File: src/rtl/btn_input_bank.sv
// btn_input_bank: per-channel button conditioner. Each channel goes
// through a 2-flop synchroniser, a stable-count debouncer, press/release
// edge pulses and an optional hold-to-repeat press generator.
// Ports:
//   clk           system clock, rising edge
//   rst_n         asynchronous active-low reset
//   btn_raw       [N_CH] raw bouncing button pins
//   repeat_en     [N_CH] hold-to-repeat enable per channel
//   btn_level     [N_CH] debounced level
//   btn_press     [N_CH] pulse on debounced rise and on each repeat
//   btn_is_repeat [N_CH] marks a btn_press pulse as a repeat
//   btn_release   [N_CH] pulse on debounced fall
module btn_input_bank #(
    parameter int N_CH          = 5,
    parameter int STABLE_CYCLES = 500000,
    parameter int REPEAT_DELAY  = 25000000,
    parameter int REPEAT_PERIOD = 10000000
) (
    input  logic            clk,
    input  logic            rst_n,
    input  logic [N_CH-1:0] btn_raw,
    input  logic [N_CH-1:0] repeat_en,
    output logic [N_CH-1:0] btn_level,
    output logic [N_CH-1:0] btn_press,
    output logic [N_CH-1:0] btn_is_repeat,
    output logic [N_CH-1:0] btn_release
);

    localparam int DB_W =
        (STABLE_CYCLES > 1) ? $clog2(STABLE_CYCLES) : 1;
    localparam int REP_MAX =
        (REPEAT_DELAY > REPEAT_PERIOD) ? REPEAT_DELAY : REPEAT_PERIOD;
    localparam int REP_W =
        (REP_MAX > 1) ? $clog2(REP_MAX) : 1;

    localparam logic [DB_W-1:0] DB_LAST =
        DB_W'(STABLE_CYCLES - 1);
    localparam logic [REP_W-1:0] DELAY_LAST =
        REP_W'(REPEAT_DELAY - 1);
    localparam logic [REP_W-1:0] PERIOD_LAST =
        REP_W'(REPEAT_PERIOD - 1);

    typedef enum logic [1:0] {
        ST_IDLE,
        ST_HELD,
        ST_REPEAT
    } repState_t;

    logic [N_CH-1:0] sync1;
    logic [N_CH-1:0] sync2;

    always_ff @(posedge clk or negedge rst_n) begin
        if (!rst_n) begin
            sync1 <= '0;
            sync2 <= '0;
        end else begin
            sync1 <= btn_raw;
            sync2 <= sync1;
        end
    end

    for (genvar gi = 0; gi < N_CH; gi++) begin : gCh
        logic [DB_W-1:0]  dbCnt;
        logic             level;
        logic             flip;
        logic             riseEv;
        logic             fallEv;
        repState_t        state;
        repState_t        stateNext;
        logic [REP_W-1:0] holdCnt;
        logic [REP_W-1:0] holdNext;
        logic             pressQ;
        logic             pressNext;
        logic             isRepQ;
        logic             isRepNext;
        logic             relQ;
        logic             relNext;

        // flip is the edge on which the debounced level toggles
        assign flip   = (sync2[gi] != level) && (dbCnt == DB_LAST);
        assign riseEv = flip && !level;
        assign fallEv = flip && level;

        always_ff @(posedge clk or negedge rst_n) begin
            if (!rst_n) begin
                dbCnt <= '0;
                level <= 1'b0;
            end else if (sync2[gi] == level) begin
                dbCnt <= '0;
            end else if (flip) begin
                level <= ~level;
                dbCnt <= '0;
            end else begin
                dbCnt <= dbCnt + 1'b1;
            end
        end

        always_ff @(posedge clk or negedge rst_n) begin
            if (!rst_n) begin
                state   <= ST_IDLE;
                holdCnt <= '0;
                pressQ  <= 1'b0;
                isRepQ  <= 1'b0;
                relQ    <= 1'b0;
            end else begin
                state   <= stateNext;
                holdCnt <= holdNext;
                pressQ  <= pressNext;
                isRepQ  <= isRepNext;
                relQ    <= relNext;
            end
        end

        // Debounced edges take priority over repeat timing; while
        // repeat_en is low the hold counter is parked at zero so a
        // re-enable restarts the full delay.
        always_comb begin
            stateNext = state;
            holdNext  = holdCnt;
            pressNext = 1'b0;
            isRepNext = 1'b0;
            relNext   = 1'b0;
            if (fallEv) begin
                stateNext = ST_IDLE;
                holdNext  = '0;
                relNext   = 1'b1;
            end else if (riseEv) begin
                stateNext = ST_HELD;
                holdNext  = '0;
                pressNext = 1'b1;
            end else begin
                unique case (state)
                    ST_IDLE: begin
                        holdNext = '0;
                    end
                    ST_HELD: begin
                        if (!repeat_en[gi]) begin
                            holdNext = '0;
                        end else if (holdCnt == DELAY_LAST) begin
                            stateNext = ST_REPEAT;
                            holdNext  = '0;
                            pressNext = 1'b1;
                            isRepNext = 1'b1;
                        end else begin
                            holdNext = holdCnt + 1'b1;
                        end
                    end
                    ST_REPEAT: begin
                        if (!repeat_en[gi]) begin
                            stateNext = ST_HELD;
                            holdNext  = '0;
                        end else if (holdCnt == PERIOD_LAST) begin
                            holdNext  = '0;
                            pressNext = 1'b1;
                            isRepNext = 1'b1;
                        end else begin
                            holdNext = holdCnt + 1'b1;
                        end
                    end
                    default: begin
                        stateNext = ST_IDLE;
                        holdNext  = '0;
                    end
                endcase
            end
        end

        assign btn_level[gi]     = level;
        assign btn_press[gi]     = pressQ;
        assign btn_is_repeat[gi] = isRepQ;
        assign btn_release[gi]   = relQ;
    end

endmodule

File: config.mk
export PLATFORM = sky130hd
export DESIGN_NAME = btn_input_bank
export DESIGN_NICKNAME = d
export VERILOG_FILES = /design/src/rtl/btn_input_bank.sv
export SDC_FILE = /design/constraint.sdc
export NUM_CORES = 1
export LEC_CHECK = 0
export ABC_AREA = 1
export BUFFER_PORTS_ARGS = -buffer_cell sky130_fd_sc_hd__buf_2
export CAP_MARGIN = 30
export CORE_UTILIZATION = 40
export CTS_CLUSTER_SIZE = 10
export DETAILED_ROUTE_END_ITERATION = 6
export PLACE_DENSITY = 0.61
export SYNTH_ARGS = -nofsm -noshare
export SYNTH_HDL_FRONTEND = slang
export SYNTH_SLANG_ARGS = --single-unit
export TNS_END_PERCENT = 30
File: constraint.sdc
create_clock -name clk -period 2.16 [get_ports clk]
set_input_delay 0.432 -clock clk [delete_from_list [all_inputs] [get_ports clk]]
set_output_delay 0.432 -clock clk [all_outputs]
set_load 0.01 [all_outputs]
# After elaboration in Yosys (flattened, before gate mapping)
# Cells that the tools add are included.
# classes
n_addsub,10
n_eq_ne,55
n_mux,125
bitwise_logic,10
n_reduce_logical,35
# op_table
operator,count
$mux W25,30
$pmux W25 S2,5
$mux W19,10
$add A25 B1 Y25 const B,5
$eq A25 B24 Y1 const B,5
$eq A25 B25 Y1 const B,5
$add A19 B1 Y19 const B,5
$eq A19 B19 Y1 const B,5
$ne A4 B4 Y1 const B,15
$mux W2,25
$mux W1,45
$pmux W2 S3,5
$reduce_and A4 Y1,5
$logic_and A1 B1 Y1,15
$ne A3 B3 Y1 const B,5
$eq A2 B1 Y1 const B,5
$eq A2 B2 Y1 const B,5
$logic_not A2 Y1,5
$not A1 Y1,10
$pmux W1 S2,5
$reduce_and A2 Y1,5
$eq A1 B1 Y1,5
$logic_not A1 Y1,5
$ne A1 B1 Y1,5
# word_totals
ff_bits,260
out_inout_bits,20

# Logic depth before layout (Yosys ltp)
# Gate-level depths: netlist of run 1.
# depth
word_depth,6
ltp_mapped,11

# Worst setup path before layout of run 1
# No wires, ideal clock.
# synth_path
path_kind,register -> register
startpoint,reg gCh[3].dbCnt[0]
endpoint,reg gCh[3].holdCnt[10]
setup_ps,126
arrival_time_ps,1493
path_slack_ps,541
stages_incl_launch_ff,12
path_cell_list,dfrtp_1 ha_1 nand2_2 nor2_4 inv_1 nor2_2 nand3_4 nand2_1 inv_2 nand2_4 buf_6 nor2_1
# synth_via
elab_chain_len,5
word_cells_on_any_way,6
classes_between,eq/ne: 1; mux: 2; reduce/logical: 3
# synth_lines
element,line_no,text
from (decl),63,logic [DB_W-1:0] dbCnt;
from (signal assigned),94,dbCnt <= dbCnt + 1'b1;
$eq A19 B19 Y1 (*),80,assign flip = (sync2[gi] != level) && (dbCnt == DB_LAST);
$logic_and A1 B1 Y1 (*),80,
$logic_and A1 B1 Y1,81,assign riseEv = flip && !level;
$mux W25,127,end else if (riseEv) begin
$mux W25 (*),123,if (fallEv) begin
named net gCh[3].holdNext[10],71,logic [REP_W-1:0] holdNext;
to (signal assigned),107,holdCnt <= holdNext;
to (decl),70,logic [REP_W-1:0] holdCnt;
# Mark *: on every way through the listed nets, which the timed path passes. The rest lies on a longest branch.
# A chain may end at the register's enable or synchronous reset.

# Final worst setup path of run 1
# layout_path
startpoint,reg gCh[0].dbCnt[0]
endpoint,reg gCh[0].holdCnt[19]
# layout_via
elab_chain_len,5
word_cells_on_any_way,6
classes_between,eq/ne: 1; mux: 2; reduce/logical: 3
# layout_lines
element,line_no
from (decl),63
from (signal assigned),94
$eq A19 B19 Y1 (*),80
$logic_and A1 B1 Y1 (*),80
$logic_and A1 B1 Y1,81
$mux W25,127
$mux W25 (*),123
named net gCh[0].holdNext[19],71
to (signal assigned),107
to (decl),70
# Marks and branches as above.

==> results of run 1 <==
[per-layer routing]
| layer | vias up | part of all wire [%] | wire length [um] | global-route usage, % |
|---|---|---|---|---|
| li1 | 6287 | - | - | - |
| met1 | 5734 | 47 | 14700 | 22.3 |
| met2 | 189 | 47 | 14700 | 29.2 |
| met3 | 48 | 3.8 | 1180 | 2.85 |
| met4 | 0 | 2.1 | 646 | 4.29 |
| met5 | - | 0 | 0 | 0 |
[per-stage QoR]
stage	setup WS (ns)	cell area, um2	hold slack (ns)	std cells	power (uW)
2_1_floorplan	0.541	14900	0.136	1991	5110
3_3_place_gp	0.316	15500	0.334	2470	5270
3_5_place_dp	0.223	15500	0.336	2470	5280
4_1_cts	0.210	16400	0.213	2520	9890
5_1_grt	0.0240	16400	0.254	2520	10100
6_report	0.221	16400	0.252	2520	9680
[registers in the layout (all words and copies together) (netlist names)]
signal,count
gCh.dbCnt,95
gCh.isRepQ,5
sync1,5
gCh.relQ,5
gCh.pressQ,5
gCh.holdCnt,125
gCh.level,5
sync2,5
gCh.state,10
[cell families after synthesis]
group / count (synthesis) / synth area share [%]
AND/OR/NAND/NOR: 1197 / 34.7
buffers and inverters: 310 / 8.91
flip-flops: 260 / 43.6
XOR/XNOR: 123 / 7.53
AO/OA/AOI/OAI: 71 / 2.76
adder cells (fa/ha/maj): 30 / 2.52
[critical path: stages, from the launching register on]
cell     delay, ns
dfrtp_1       0.36
ha_1          0.22
nand2_1       0.12
nor2_2        0.17
inv_1         0.10
nor2_4        0.13
nand3_4       0.14
nand2_2       0.10
inv_2         0.06
nand2_4       0.29
nor2_1        0.10
[worst max-delay path by stage]
stage | from | to | slack [ns] | cells past startpoint
floorplan | gCh[3].dbCnt[0] | gCh[3].holdCnt[10] | 0.54 | 11
global route | gCh[0].dbCnt[0] | gCh[0].holdCnt[20] | 0.02 | 10
global placement | gCh[0].dbCnt[0] | gCh[0].holdCnt[19] | 0.32 | 10
CTS | gCh[0].dbCnt[0] | gCh[0].holdCnt[17] | 0.21 | 10
finish | gCh[0].dbCnt[0] | gCh[0].holdCnt[19] | 0.22 | 10
detailed placement | gCh[0].dbCnt[0] | gCh[0].holdCnt[17] | 0.22 | 10
[cell type report]
class,instances,area share [%]
inverter,278,6.36
tap,468,3.57
timing repair buffer,49,2.23
clock inverter,5,0.175
clock buffer,39,4.91
multi-input combinational,1421,43.1
sequential,260,39.6
[cell usage in the layout (no fill, tap or decap), types with 2 or more instances in the layout]
cell / netlist / layout
a211oi_1: 9 / 9
a21oi_1: 27 / 27
a31oi_1: 4 / 4
buf_12: 2 / 4
buf_2: 1 / 30
buf_4: 23 / 8
clkbuf_1: 0 / 8
clkbuf_16: 0 / 31
clkinv_2: 0 / 4
dfrtp_1: 260 / 260
dlygate4sd3_1: 0 / 6
ha_1: 30 / 30
inv_1: 273 / 273
inv_2: 4 / 4
nand2_1: 422 / 422
nand2_2: 9 / 9
nand2_4: 4 / 4
nand3_1: 122 / 122
nand3_4: 3 / 3
nand4_1: 66 / 66
nor2_1: 448 / 448
nor2_2: 30 / 30
nor2_4: 6 / 6
nor3_1: 71 / 71
nor3b_1: 7 / 7
nor4_1: 2 / 2
o21a_1: 3 / 3
o21ai_0: 20 / 20
o21bai_1: 2 / 2
or2_2: 2 / 2
xnor2_1: 21 / 21
xnor2_4: 2 / 2
xor2_1: 99 / 99
[where the power goes]
group          total [uW]  internal, uW  switching, uW
logic                 256          72.1            183
registers            4940          4910           25.2
clock network        4490          2570           1920
total                9680          7550           2130
==> impl_results.md, run 1 <==
* Count of pins over their slew limit at 0
* Worst Min Path Start: repeat_en[4]
* Final hold vios at 0
* Pre-Repair DR Iteration Count at 5
* CP Data Required Time at 2.60 ns
* Tot GR Track Use at ~17%
* Mapped Cells at about 2000
* FFs w/ async S/R, synth at 100%
* Initial antenna violation count at 0
* DR WL/cell at about 12 um
* Most frequent cell after synthesis: nor2_1
* FF-to-FF End: gCh[0].holdCnt[19]
* Post-synth top cells: nor2_1 (448), nand2_1 (422), inv_1 (273)
* Initial DRC count at 602
* # rows at 70
* Prevailing post-synth register cell: dfrtp_1
* Die H at between 150 and 200 um
* Post-CTS Hold Buffers at 6
* Avg Cell Area, Syn at about 7.5 um2
* Min-Delay Path Depth at 5
* WP data arrival at 2.37 ns
* Final core occ at 44.8%
* Clock buffer count from CTS at 31
* # Max-Cap Violations at 0
* Worst-case clock buffer depth at 3
* Setup CP Type: reg -> reg
* Pin count of the biggest net entering global routing at between 60 and 70
* Final setup fails at 0
* Die ar. at approximately 0.038 mm2
* Fin crit share at about nine tenths
* DP HPWL at 22900 um
* CTS H-Tree Depth at 1
* Yosys reg bits at 260
* Global placement routability congestion at roughly 0.92
* Post-CTS setup buffers at 0
* Worst setup SP type: flop
* HP Class: in -> reg
* Setup TNS at 0 ns
* Clk slew on worst S/H paths at 0.06 ns
* Post-Route WL at ~31000 um
* IO buf count at 31
* Status: complete, no violations
* Final ANT Viol Nets at 0
* R2R Setup Slk at 0.22 ns
* Top post-synthesis cells by area: dfrtp_1 (44%), nor2_1 (11%), nand2_1 (11%)
* Horiz. Die Dim at 195 um
* Nets@finish at 2083
* IO Count at 32
* Max Clock Freq at 516 MHz
* Most area-hungry cell type in the Yosys netlist: dfrtp_1
* Share of cells above drive strength 1 at between 6 and 7%
* Area share of the largest cell type after synthesis at between 40% and 50%
* Root Buffer: clkbuf_16
* Max-slew headroom at about two thirds
* Register Area at 0.00651 mm2
* Area Growth Syn to Fin at 10.1%
* CTS Sinks at 260
* Setup Skew at just over 0.01 ns
* Vias in the first global route at between 10000 and 15000
* Hold Path End: gCh[4].holdCnt[6]
* Worst R2R Path Depth at 10
* # diodes at 0
* Area of the multi-input gates at about 0.0071 mm2
* VDD IR max at around 0.6 mV
* Synth warn at 0
* Starting density of the core at a little over 40%
* DRC Markers at 0
* Via-to-Cell Ratio at around 4.9
* First-pass GRT wire length at about 55000 um
* Crit path max fanout at 24
* CP endpoint kind: flop
* RSZ-0062 raised after global routing: false
* EDFF count, synth at 0
* FILL cells at around 3700
* Min Tclk post-route at around 1.9 ns
* Cell Pwr Density at just under 600 mW/mm2
* Syn_nets at just over 2000
* Register area share after synthesis at 43.6%
* Remaining Overflow, GRT at 0
* CTS-repair resized insts at 0
* RR Startpoint: gCh[0].dbCnt[0]
* CTS tree: done
* Clk_lat worst skew at between 0.5 and 0.6 ns
* Cell variety after synth at between 40 and 50
* Pleak at 0.00716 uW
* Vias at between 10000 and 15000
* Worst slew pin tran at 0.486 ns
* Core area at roughly 0.037 mm2
* Post-Syn Area at 0.0149 mm2
Power figures use the tool's default switching activity.
==> inputs of run 2 (changes only) <==
==> constraint.sdc (replaced) <==
create_clock -name clk -period 2.2 [get_ports clk]
set_input_delay 0.44 -clock clk [delete_from_list [all_inputs] [get_ports clk]]
set_output_delay 0.44 -clock clk [all_outputs]
set_load 0.01 [all_outputs]
==> impl_results.md, run 2 (synthesized netlist as in run 1, its figures left out) <==
* First-pass GRT wire length at 55200 um (-0.34%)
* HP Class: in -> reg
* Register Area at 0.00651 mm2 (unchanged)
* Final core occ at 45.3% (+0.42 points)
* # diodes at 0 (unchanged)
* Most common cell after layout, fill and taps aside: nor2_1
* CTS Sinks at 260 (unchanged)
* Initial DRC count at 584 (-3.0%)
* DP HPWL at 22800 um (-0.36%)
* Pin count of the biggest net entering global routing at 73 (+11%)
* Status: complete, no violations
* Count of pins over their slew limit at 0 (unchanged)
* Pre-Repair DR Iteration Count at 5 (unchanged)
* Initial antenna violation count at 0 (unchanged)
* Root Buffer: clkbuf_16
* CP Data Required Time at 2.59 ns (about the same)
* CP endpoint kind: flop
* Total power at 10200 uW (+5.6%)
* Clk_lat worst skew at 0.55 ns (-0.02 ns)
* Worst path buffer plus inverter count at 2 (unchanged)
* Setup CP Type: reg -> reg
* Worst slew pin tran at 0.525 ns (+0.0386 ns)
* Final instance area at 0.0166 mm2 (+0.94%)
* Final Hold Slack at 0.0679 ns (-0.184 ns)
* Worst setup SP type: flop
* Fin crit share at 87.3% (-2.5 points)
* Min Tclk post-route at 1.92 ns (-0.0187 ns)
* VDD IR max at 0.505 mV (-14%)
* Max-slew headroom at 64.7% (-2.7 points)
* Nets@finish at 2081 (-0.096%)
* Cell Pwr Density at 617 mW/mm2 (+4.6%)
* Remaining Overflow, GRT at 0 (unchanged)
* Share of cells above drive strength 1 at 7.25% (+0.33 points)
* Worst-case clock buffer depth at 3 (unchanged)
* Horiz. Die Dim at 195 um (unchanged)
* Setup Skew at 0.0293 ns (+0.0190 ns)
* # rows at 70 (unchanged)
* Critical Path Max Stage Delay at 0.36 ns (about the same)
* Slowest CP cell: dfrtp_1
* Tot GR Track Use at 17.2% (+0.18 points)
* Core area at 0.0366 mm2 (unchanged)
* IO Count at 32 (unchanged)
* Largest Register: gCh.holdCnt
* Post-Route WL at 31400 um (+0.39%)
* Global placement routability congestion at 0.896 (-2.5%)
* Area Growth Syn to Fin at 11.1%
* Pleak at 0.00722 uW (+0.94%)
* Biggest regs: gCh.holdCnt (125), gCh.dbCnt (95), gCh.state (10)
* RSZ-0062 raised after global routing: false
* Worst path cell trace: ha_1 > nand2_1 > nor2_2 > inv_1 > nor2_4 > nand3_4 > nand2_2 > inv_2 > nand2_4 > nor2_1
* Most frequent cells in the layout: nor2_1 (448), nand2_1 (422), inv_1 (273)
* Post-DP Area at 0.0155 mm2 (-0.19%)
* Max reg flops at 125 (unchanged)
* Post-CTS setup buffers at 0 (unchanged)
* DRC Markers at 0 (unchanged)
* # Max-Cap Violations at 0 (unchanged)
* WP data arrival at 2.31 ns (-0.06 ns)
* IO buf count at 31 (unchanged)
* Die ar. at 0.0381 mm2 (unchanged)
* Final ANT Viol Nets at 0 (unchanged)
* Area of the multi-input gates at 0.00708 mm2 (unchanged)
* Vias in the first global route at 12053 (-0.69%)
* Worst path top cell family by delay: simple AND/OR/NAND/NOR gates
* CTS tree: done
* Clk slew on worst S/H paths at 0.05 ns (about the same)
* Final hold vios at 0 (unchanged)
* FILL cells at 3722 (+0.027%)
* Via-to-Cell Ratio at 4.82 (-0.82%)
* Die H at 195 um (unchanged)
* CTS H-Tree Depth at 2 (+1)
* Clock buffer count from CTS at 34 (+9.7%)
* Starting density of the core at 40.7% (unchanged)
* Vias at 12177 (-0.66%)
* Max Clock Freq at 521 MHz (+0.98%)
* DR WL/cell at 12.4 um (+0.23%)
* Final setup fails at 0 (unchanged)
* Crit path max fanout at 24 (unchanged)
* Setup TNS at 0 ns (unchanged)
==> run 2: through the flow <==
step | instances | worst slack, ns
after CTS | 2524 | 0.255
after detailed placement | 2466 | 0.277
after floorplan | 1991 | 0.581
after global placement | 2466 | 0.313
final | 2524 | 0.280
after global routing | 2524 | 0.0772
==> run 2: repair_timing <==
action	CTS	global route
hold buffers	5	0
resized for setup	0	0
hold endpoints to repair	47	0
==> run 2: power breakdown <==
part	internal, uW	total (uW)	switching [uW]
clock	3090	5130	2040
combinational	69.3	247	177
sequential	4820	4850	24.0
==> run 2: area by class of cell <==
cell class / count / share of cell area (%)
inverters: 278 / 6.30
well taps: 468 / 3.53
flip-flops and latches: 260 / 39.3
repair buffers: 44 / 1.96
clock buffers: 48 / 5.94
multi-input cells: 1421 / 42.7
clock inverters: 5 / 0.279
==> run 2: final timing paths <==
kind / end / slack (ns) / depth (start not counted) / startpoint
setup reg to reg: gCh[0].holdCnt[20] / 0.28 / 10 / gCh[0].dbCnt[0]
hold / removal: sync1[2] / 0.07 / 1 / btn_raw[2]
hold reg to reg: sync2[2] / 0.35 / 0 / sync1[2]
setup / recovery: gCh[0].holdCnt[20] / 0.28 / 10 / gCh[0].dbCnt[0]
min in group asynchronous: gCh[4].holdCnt[22] / 0.42 / 2 / rst_n
max in group asynchronous: gCh[0].holdCnt[12] / 1.04 / 3 / rst_n
==> run 2: routing by layer <==
metal / part of all wire, % / track usage [%] / vias up
li1: - / - / 6293
met1: 48 / 22.8 / 5647
met2: 46 / 28.4 / 188
met3: 3.9 / 2.99 / 49
met4: 2.1 / 5.86 / 0
met5: 0 / 0 / -
==> inputs of run 3 (changes only) <==
--- a/config.mk
+++ b/config.mk
@@ -11,6 +11,7 @@
 export CORE_UTILIZATION = 40
 export CTS_CLUSTER_SIZE = 10
 export DETAILED_ROUTE_END_ITERATION = 6
+export MAX_ROUTING_LAYER = met4
 export PLACE_DENSITY = 0.61
 export SYNTH_ARGS = -nofsm -noshare
 export SYNTH_HDL_FRONTEND = slang
==> impl_results.md, run 3 (synthesized netlist as in run 1, its figures left out) <==
* Status: complete, no violations
* Post-Route WL at 31700 um (+0.90%)
* Final hold vios at 0 (unchanged)
* Cell Pwr Density at 630 mW/mm2 (+2.1%)
* CTS tree: done
* CTS H-Tree Depth at 2 (unchanged)
* Worst-case clock buffer depth at 3 (unchanged)
* # rows at 70 (unchanged)
* IO buf count at 31 (unchanged)
* Vias at 12279 (+0.84%)
* RSZ-0062 raised after global routing: false
* Max Clock Freq at 518 MHz (-0.60%)
* Pleak at 0.00727 uW (+0.65%)
* Fin crit share at 87.8% (+0.53 points)
* Count of pins over their slew limit at 0 (unchanged)
* Vias in the first global route at 12176 (+1.0%)
* # Max-Cap Violations at 0 (unchanged)
* Die ar. at 0.0381 mm2 (unchanged)
* Tot GR Track Use at 18.0% (+0.79 points)
* Setup ws final at 0.268 ns (-0.0116 ns)
* Worst R2R Path Depth at 10 (unchanged)
* Crit path max fanout at 24 (unchanged)
* Setup CP Type: reg -> reg
* Final ANT Viol Nets at 0 (unchanged)
* Via-to-Cell Ratio at 4.86 (+0.68%)
* Biggest regs: gCh.holdCnt (125), gCh.dbCnt (95), gCh.state (10)
* Min-Delay Path Depth at 1 (unchanged)
* Global placement routability congestion at 0.909 (+1.5%)
* Place WS at 0.268 ns (-0.00899 ns)
* Worst setup SP type: flop
* Max reg flops at 125 (unchanged)
* CP Data Required Time at 2.60 ns (about the same)
* Final setup fails at 0 (unchanged)
* Cell Count, Final, Fillers Out at 2528 (+0.16%)
* CTS Sinks at 260 (unchanged)
* Nets@finish at 2084 (+0.14%)
* Horiz. Die Dim at 195 um (unchanged)
* DP HPWL at 22800 um (about the same)
* Setup TNS at 0 ns (unchanged)
* First-pass GRT wire length at 56000 um (+1.3%)
* DR WL/cell at 12.5 um (+0.74%)
* Starting density of the core at 40.7% (unchanged)
* Most frequent cells in the layout: nor2_1 (448), nand2_1 (422), inv_1 (273)
* Initial antenna violation count at 1 (+1)
* Largest Register: gCh.holdCnt
* Most common cell after layout, fill and taps aside: nor2_1
* Area Growth Syn to Fin at 11.6%
* Initial DRC count at 584 (unchanged)
* Clk_lat worst skew at 0.53 ns (-0.02 ns)
* WP data arrival at 2.33 ns (+0.02 ns)
* Remaining Overflow, GRT at 0 (unchanged)
* Root Buffer: clkbuf_16
* Min Tclk post-route at 1.93 ns (+0.0116 ns)
* VDD IR max at 0.514 mV (+1.7%)
* Setup Skew at 0.0175 ns (-0.0119 ns)
* Post-CTS setup buffers at 0 (unchanged)
* Worst slew pin tran at 0.573 ns (+0.0485 ns)
* Core area at 0.0366 mm2 (unchanged)
* DRC Markers at 0 (unchanged)
* Total power at 10500 uW (+2.6%)
* Pin count of the biggest net entering global routing at 57 (-22%)
* Clock buffer count from CTS at 34 (unchanged)
* Cells after DPL at 2469 (+0.12%)
* Pre-Repair DR Iteration Count at 5 (unchanged)
* IO Count at 32 (unchanged)
* Max-slew headroom at 61.5% (-3.3 points)
* HP Class: in -> reg
* CP endpoint kind: flop
* Clk slew on worst S/H paths at 0.05 ns (about the same)
* Die H at 195 um (unchanged)
* Final Hold Slack at 0.0770 ns (+0.00907 ns)
* Share of cells above drive strength 1 at 7.48% (+0.23 points)
==> run 3: changes by cell type in the layout (fill, tap and decap cells not counted) <==
cell,delta
buf_4,+4
clkbuf_16,+3
clkbuf_1,-2
clkbuf_8,+2
inv_6,-2
buf_12,-1
clkinv_2,+1
clkinv_8,-1
clkinvlp_4,-1
diode_2,+1
==> run 3: layout make-up <==
cell class / count / area [um2]
Antenna cell: 1 / 2.50
Clock buffer: 51 / 1080
Clock inverter: 2 / 10.0
Fill cell: 3637 / 20000
Inverter: 278 / 1040
Multi-Input combinational cell: 1421 / 7080
Sequential cell: 260 / 6510
Tap cell: 468 / 586
Timing Repair Buffer: 47 / 335
==> run 3: metrics by stage <==
step	utilization [%]	area, um2
floorplan	-	14900
global placement	42.3	15500
detailed placement	42.3	15500
CTS	45.4	16600
global route	45.5	16600
finish	45.5	16600
==> run 3: timing repair <==
action | in CTS | in global routing
endpoints found under the setup margin | 0 | 0
resized for setup | 0 | 0
hold buffers | 5 | 0
hold endpoints to repair | 51 | 0
==> run 3: critical path, stage by stage, from the launching register on <==
cell	delay, ns
dfrtp_1	0.38
ha_1	0.22
nand2_1	0.12
nor2_2	0.16
inv_1	0.10
nor2_4	0.12
nand3_4	0.14
nand2_2	0.10
inv_2	0.05
nand2_4	0.30
nor2_1	0.10
==> run 3: where the power goes <==
group	switching [uW]	total [uW]	internal, uW	leakage (uW)
clock network	2050	5390	3340	0.000540
registers	25.3	4850	4820	0.00359
logic	181	251	69.8	0.00314
total	2250	10500	8240	0.00727
==> run 3: worst paths after layout <==
check	from	end	slack, ns
setup reg to reg	gCh[0].dbCnt[0]	gCh[0].holdCnt[17]	0.27
setup / recovery	gCh[0].dbCnt[0]	gCh[0].holdCnt[17]	0.27
max in group asynchronous	rst_n	sync2[0]	1.07
hold / removal	btn_raw[2]	sync1[2]	0.08
hold reg to reg	sync1[2]	sync2[2]	0.35
min in group asynchronous	rst_n	gCh[4].holdCnt[12]	0.43
==> run 3: per-layer routing <==
metal	vias to the layer above	wire, um	track usage, %
li1	6297	-	-
met1	5713	15000	23.0
met2	209	14500	28.4
met3	60	1420	3.71
met4	0	840	6.10
met5	-	0	-
